==> config.mk <==
export PLATFORM = sky130hd
export DESIGN_NAME = grid_readout
export DESIGN_NICKNAME = d
export VERILOG_FILES = /design/src/rtl/grid_readout.sv
export SDC_FILE = /design/constraint.sdc
export NUM_CORES = 2
export LEC_CHECK = 0
export BUFFER_PORTS_ARGS = -buffer_cell sky130_fd_sc_hd__buf_2
export CORE_MARGIN = 5
export CORE_UTILIZATION = 36
export DETAILED_ROUTE_END_ITERATION = 10
export HOLD_SLACK_MARGIN = 0.15
export PLACE_DENSITY = 0.55
export SYNTH_ARGS = -nofsm -noshare
export SYNTH_HDL_FRONTEND = slang
export SYNTH_SLANG_ARGS = --single-unit
==> constraint.sdc <==
create_clock -name clock_i -period 9.9 [get_ports clock_i]
set_input_delay 1.98 -clock clock_i [delete_from_list [all_inputs] [get_ports clock_i]]
set_output_delay 1.98 -clock clock_i [all_outputs]
set_load 0.05 [all_outputs]
==> src/rtl/grid_readout.sv <==
// grid_readout: streams a captured sudoku grid as one digit per beat over valid/ready (optional GRID_READOUT_ONEHOT_CHECK_EN)
module grid_readout #(
  parameter int GRID_ORD = 3,
  parameter int DIGIT_W  = $clog2(GRID_ORD**2 + 1),
  parameter int IDX_W    = $clog2(GRID_ORD**4)
) (
  input  logic                                clock_i,
  input  logic                                reset_ni,
  input  logic                                done_success_i,
  input  logic                                done_failure_i,
  input  logic [GRID_ORD**4*GRID_ORD**2-1:0]  values_i,
  output logic                                out_valid_o,
  input  logic                                out_ready_i,
  output logic [DIGIT_W-1:0]                  out_digit_o,
  output logic [IDX_W-1:0]                    out_index_o,
  output logic                                out_last_o,
  output logic                                out_fail_o,
  output logic                                busy_o,
  output logic                                err_o
);
  localparam int GRID_LEN  = GRID_ORD**2;
  localparam int GRID_AREA = GRID_LEN**2;
  localparam int VAL_W     = GRID_AREA*GRID_LEN;
  typedef enum logic [1:0] {IDLE, STREAM, FAIL, DRAIN} state_e;
  state_e               state_q, state_d;
  logic [VAL_W-1:0]     snap_q, snap_d;
  logic [IDX_W-1:0]     idx_q, idx_d, nxt;
  logic [DIGIT_W-1:0]   digit_q, digit_d;
  logic                 valid_q, valid_d, last_q, last_d, fail_q, fail_d, busy_q;
  logic                 xfer;
  assign xfer = valid_q && out_ready_i;
  assign nxt  = idx_q + IDX_W'(1);
  // Lowest set bit wins; with the check enabled a non-one-hot tile reads as empty.
  function automatic logic [DIGIT_W-1:0] enc(input logic [GRID_LEN-1:0] t);
    enc = '0;
    for (int b = GRID_LEN - 1; b >= 0; b--)
      if (t[b]) enc = DIGIT_W'(b + 1);
`ifdef GRID_READOUT_ONEHOT_CHECK_EN
    if (!$onehot(t)) enc = '0;
`endif
  endfunction
  // Next state and next registered beat; beat fields only change on entry or on transfer.
  always_comb begin
    state_d = state_q;
    snap_d  = snap_q;
    idx_d   = idx_q;
    digit_d = digit_q;
    valid_d = valid_q;
    last_d  = last_q;
    fail_d  = fail_q;
    case (state_q)
      IDLE: begin
        if (done_failure_i) begin
          state_d = FAIL;
          idx_d   = '0;
          digit_d = '0;
          valid_d = 1'b1;
          last_d  = 1'b1;
          fail_d  = 1'b1;
        end else if (done_success_i) begin
          state_d = STREAM;
          snap_d  = values_i;
          idx_d   = '0;
          digit_d = enc(values_i[GRID_LEN-1:0]);
          valid_d = 1'b1;
          last_d  = GRID_AREA == 1;
          fail_d  = 1'b0;
        end
      end
      STREAM: begin
        if (xfer && last_q) begin
          state_d = DRAIN;
          idx_d   = '0;
          digit_d = '0;
          valid_d = 1'b0;
          last_d  = 1'b0;
        end else if (xfer) begin
          idx_d   = nxt;
          digit_d = enc(snap_q[int'(nxt)*GRID_LEN +: GRID_LEN]);
          last_d  = nxt == IDX_W'(GRID_AREA - 1);
        end
      end
      FAIL: begin
        if (xfer) begin
          state_d = DRAIN;
          valid_d = 1'b0;
          last_d  = 1'b0;
          fail_d  = 1'b0;
        end
      end
      DRAIN: state_d = (!done_success_i && !done_failure_i) ? IDLE : DRAIN;
    endcase
  end
  // State, snapshot and output registers; reset aborts any frame in flight.
  always_ff @(posedge clock_i or negedge reset_ni) begin
    if (!reset_ni) begin
      state_q <= IDLE;
      snap_q  <= '0;
      idx_q   <= '0;
      digit_q <= '0;
      valid_q <= 1'b0;
      last_q  <= 1'b0;
      fail_q  <= 1'b0;
      busy_q  <= 1'b0;
    end else begin
      state_q <= state_d;
      snap_q  <= snap_d;
      idx_q   <= idx_d;
      digit_q <= digit_d;
      valid_q <= valid_d;
      last_q  <= last_d;
      fail_q  <= fail_d;
      busy_q  <= state_d != IDLE;
    end
  end
`ifdef GRID_READOUT_ONEHOT_CHECK_EN
  logic                err_q;
  logic [GRID_LEN-1:0] cur;
  assign cur = snap_q[int'(idx_q)*GRID_LEN +: GRID_LEN];
  // Sticky violation flag, raised when a malformed tile's beat is accepted.
  always_ff @(posedge clock_i or negedge reset_ni) begin
    if (!reset_ni) err_q <= 1'b0;
    else if (xfer && state_q == STREAM && !$onehot(cur)) err_q <= 1'b1;
  end
  assign err_o = err_q;
`else
  assign err_o = 1'b0;
`endif
  assign out_valid_o = valid_q;
  assign out_digit_o = digit_q;
  assign out_index_o = idx_q;
  assign out_last_o  = last_q;
  assign out_fail_o  = fail_q;
  assign busy_o      = busy_q;
endmodule

==> flow_results.org <==
** Synth
- Number of synthesized register bits :: 746
- Mux share of post-synthesis cell area :: 0.3622
- Number of nets produced by synthesis :: 3002
- Post-synthesis share of cell area spent on and, or, nand and nor gates :: 0.04043
- Area fraction in compound gates after synthesis :: 0.02148
- Post-synthesis adder-cell area fraction :: 0.002566
- Largest family of logic cells by synthesized area :: multiplexers
- The cell count after synthesis came out at 2261.
- Post-synthesis average cell area :: 15.10 um^2
- Cell type with the largest total area after synthesis :: sky130_fd_sc_hd__dfrtp_1
- By area the synthesized netlist is led by sky130_fd_sc_hd__dfrtp_1 55%, sky130_fd_sc_hd__mux2_2 24%, sky130_fd_sc_hd__mux4_2 11%.
- For this run, the number of Yosys warnings is 0.
- Of the synthesized area, sequential elements account for 0.5469.
- Number of distinct library cells after synthesis :: 64
- Post-synthesis async set-or-reset flop share :: 1.000
- Of the total synthesized cell area, the portion taken by XOR and XNOR cells is 0.003336.
- Post-synthesis instance area :: 34130 um^2
- Number of enable flip-flop cells after synthesis :: 0
- Fraction of post-synthesis cell area in the top cell type by area :: 0.5469
- Dominant synthesized flop cell :: sky130_fd_sc_hd__dfrtp_1

** Critical path
- For this run, the slowest stage of the critical path takes 0.90 ns.
- Cell depth of the worst setup path :: 10
- Worst-case register-to-register setup slack :: 5.03 ns
- Path depth of the worst reg2reg path :: 10
- The critical path is of the reg2reg type.
- Endpoint type of the worst setup path :: flip-flop
- Largest delay share family, worst path :: multiplexers
- Launch point of the critical path :: out_index_o[0]
- Of all nets on the critical path, the largest fanout is 54.
- The endpoint identified for the worst register-to-register timing path is out_digit_o[2].
- At the worst endpoint, the arrival time is 5.45 ns.
- The worst setup path is launched from a flip-flop.
- The signal on the critical path passes through ha_4 -> buf_4 -> mux4_1 -> mux4_2 -> a221oi_1 -> a311oi_1 -> or3_1 -> nand3b_1 -> o21ai_1 -> mux2_2.
- CP Capture Point :: out_digit_o[2]
- Together, buffers and inverters on the worst path number 1.
- Critical Path RT :: 10.48 ns
- Slowest cell on crit path :: sky130_fd_sc_hd__dfrtp_4
- The startpoint identified for the worst register-to-register timing path is out_index_o[0].

** Pwr
- For this design the static power due to leakage is 19.01 nW.
- Across the VDD grid, the largest voltage drop is 0.2042 mV.
- Power density over the cells :: 341.5 nW/um^2

** Worst hold path
- In this run the most critical hold path is launched from snap_q[651].
- The worst hold path belongs to the class reg2reg.

** Timing
- Setup repair after global routing left no endpoint under its margin.
- In the final timing run, aggregate negative setup slack is 0 ns.
- Setup violations remaining at the end of the flow were counted as 0.
- The clock arrives with 0.02109 ns of skew.
- The worst pin sits at a relative slew slack of 0.06705.
- Max-slew violation total from the final report :: 0
- Dividing the final minimum period by the clock period gives 0.4921.
- Post-route worst hold slack :: 0.4952 ns
- Transition at the pin with the smallest max-transition slack :: 1.390 ns
- The clock period could shrink to 4.872 ns.
- Final Hold Fails :: 0
- Max Freq :: 0.2053 GHz
- Across all setup checks in the final design, the least slack found is 5.028 ns.

** Place
- Routability-driven placement finished with a final weighted congestion of 0.8839.
- OpenSTA, run right after detailed placement, puts the worst setup slack at 4.972 ns.
- The count of buffers added on input and output ports is 748.
- Half-perimeter wire length of the detailed placement result :: 89.06 mm
- Placed Cells incl. Taps :: 4149

** Final layout
- At the end of the flow, the number of nets in the layout was 3717.
- Area of all sequential standard cells :: 18670 um^2
- Number of standard cells in the layout, taps in and fillers out :: 4374
- Counting the fill cells in the layout gives 8654.
- Summing all multi-input logic gate instances after layout gives 14760 um^2.
- Layout overhead on the synthesized area :: 23.87%
- In the final layout, the share of cells above drive strength 1 is 0.6020.

** Floorplanning
- The region available for standard cell placement spans 94590 um^2.
- The floorplan has 113 rows.
- The die covers 101100 um^2.
- Top-level port count :: 750
- The floorplan step set the die height to 317.9 um.
- For this configuration, the core starts out at a cell density of 0.3609.
- Chip width :: 317.9 um

** Detailed routing
- DR pass1 iterations :: 5
- In the routed layout, each cell is associated on average with a via count of 5.247.
- First-iteration detailed-routing DRC count :: 1275
- Wires add up to 117.7 mm.
- After detailed routing, the average wire length per cell comes to 26.92 um.
- In the routed design, unresolved DRC markers number 0.
- Post-DRT Antenna Nets :: 0
- Via Count :: 22950

** Clock tree
- The H-tree was split into 3 levels.
- After clock tree synthesis, the clock-pin slew on the worst setup and hold paths is 0.06 ns.
- Cts repair resizes :: 0
- Sinks on Clock Net :: 746
- Clk_lat worst skew :: 0.65 ns
- Total setup buffers inserted after CTS :: 0
- Largest buffer count on any clock path :: 3
- Cts hold-fix bufs :: 0
- TritonCTS clock tree :: built
- In this run, CTS created clock tree buffers numbering 90.
- Master cell of the clock root buffer :: sky130_fd_sc_hd__clkbuf_16

** Global routing
- Entering global routing, the biggest net connects 185 pins.
- The number of antenna violations at the first check in global routing was 104.
- The first global-routing pass estimated 172.4 mm of wire.
- In the global route stage, overall resource usage came out at 0.2283.
- For this run the aggregate overflow at the end of global routing stands at 0.
- The number of global-route vias before repair came to 25670.

** Run status
- The flow ran to the end, and the final reports show no timing, DRC or antenna violations.

** Run
- MaxCap Viol Count :: 0
[placed cells by master (no fill, tap or decap), drive strengths merged, types with 7 or more instances in the layout]
| cell | synthesis | routed |
|---|---|---|
| nor2 | 18 | 18 |
| dfrtp | 746 | 746 |
| clkinv | 0 | 13 |
| nor3 | 9 | 9 |
| a32oi | 11 | 11 |
| clkbuf | 96 | 138 |
| a31oi | 10 | 10 |
| mux2 | 728 | 728 |
| ha | 7 | 7 |
| nand4 | 11 | 11 |
| inv | 7 | 9 |
| nand3 | 62 | 62 |
| mux2i | 15 | 15 |
| o21ai | 26 | 26 |
| diode | 0 | 64 |
| a21oi | 12 | 12 |
| buf | 58 | 777 |
| mux4 | 177 | 177 |
| nand2 | 184 | 184 |
[routing by layer]
layer / GRT usage / up-vias / wire (um)
li1: - / 9933 / -
met5: 0 / - / 415
met3: 0.08783 / 244 / 10750
met1: 0.2768 / 11900 / 45090
met2: 0.3800 / 806 / 58140
met4: 0.06922 / 66 / 3334
[per-stage QoR]
stage | total power [W] | utilization | instance area, um^2
final | 0.01444 | 0.4470 | 42280
after global routing | 0.01526 | 0.4462 | 42200
after CTS | 0.01468 | 0.4453 | 42120
after detailed placement | 0.01121 | 0.4131 | 39070
after global placement | 0.01104 | 0.4131 | 39070
after floorplan | 0.009120 | - | 34130
[cells in the mapped netlist (all sizes together), types with 3 or more instances]
master and instances:
dfrtp 746, mux2 728, nand2 184, mux4 177, clkbuf 96, nand3 62, buf 58, o21ai 26
nor2 18, mux2i 15, a21oi 12, a32oi 11, nand4 11, a31oi 10, nor3 9, ha 7
inv 7, and3 6, a21o 5, o22ai 5, xnor2 5, xor2 5, a22o 4, and2 4
nor2b 4, o2111ai 4, o31ai 4, nand2b 3, o311a 3, or3 3
[layout make-up]
cell class,instances,share of cell area
diodes,64,0.003788
clock buffers,138,0.06549
clock inverters,23,0.006570
inverters,7,0.0006214
multi-input cells,1354,0.3491
flip-flops and latches,746,0.4416
well taps,1265,0.03743
repair buffers,777,0.09541
[flip-flops by register name, summed over array words and instances, names as in the netlist]
| register | flops |
|---|---|
| busy_o | 1 |
| state_q | 2 |
| out_fail_o | 1 |
| out_last_o | 1 |
| out_index_o | 7 |
| out_digit_o | 4 |
| out_valid_o | 1 |
| snap_q | 729 |
[power breakdown]
group	internal [W]	switching [W]
sequential	0.00457	0.000840
clock	0.00207	0.00130
combinational	0.00293	0.00271
[worst reg2reg max path, delay by kind of cell (launching register included)]
kind | cells | cell delay [ns]
compound gates | 3 | 0.63
fa+ha+maj | 1 | 0.53
buf+inv | 1 | 0.78
flops | 1 | 0.90
mux | 3 | 1.31
simple gates | 2 | 0.66
[worst min-delay path by stage]
| stage | slack [ns] | endpoint | cells after the start |
|---|---|---|---|
| 2_1_floorplan | 0.45 | snap_q[7] | 2 |
| 4_1_cts | 0.50 | snap_q[651] | 1 |
| 3_3_place_gp | 0.48 | snap_q[0] | 1 |
| 3_5_place_dp | 0.49 | snap_q[651] | 1 |
| 6_report | 0.50 | snap_q[651] | 1 |
| 5_1_grt | 0.50 | snap_q[646] | 1 |
[cells by family after synthesis]
kind of cell             after synthesis
adder cells (fa/ha/maj)                7
other                                  1
AO/OA/AOI/OAI                        105
buffers and inverters                161
flip-flops                           746
AND/OR/NAND/NOR                      311
XOR/XNOR                              10
multiplexers                         920
Power figures use the tool's default switching activity.
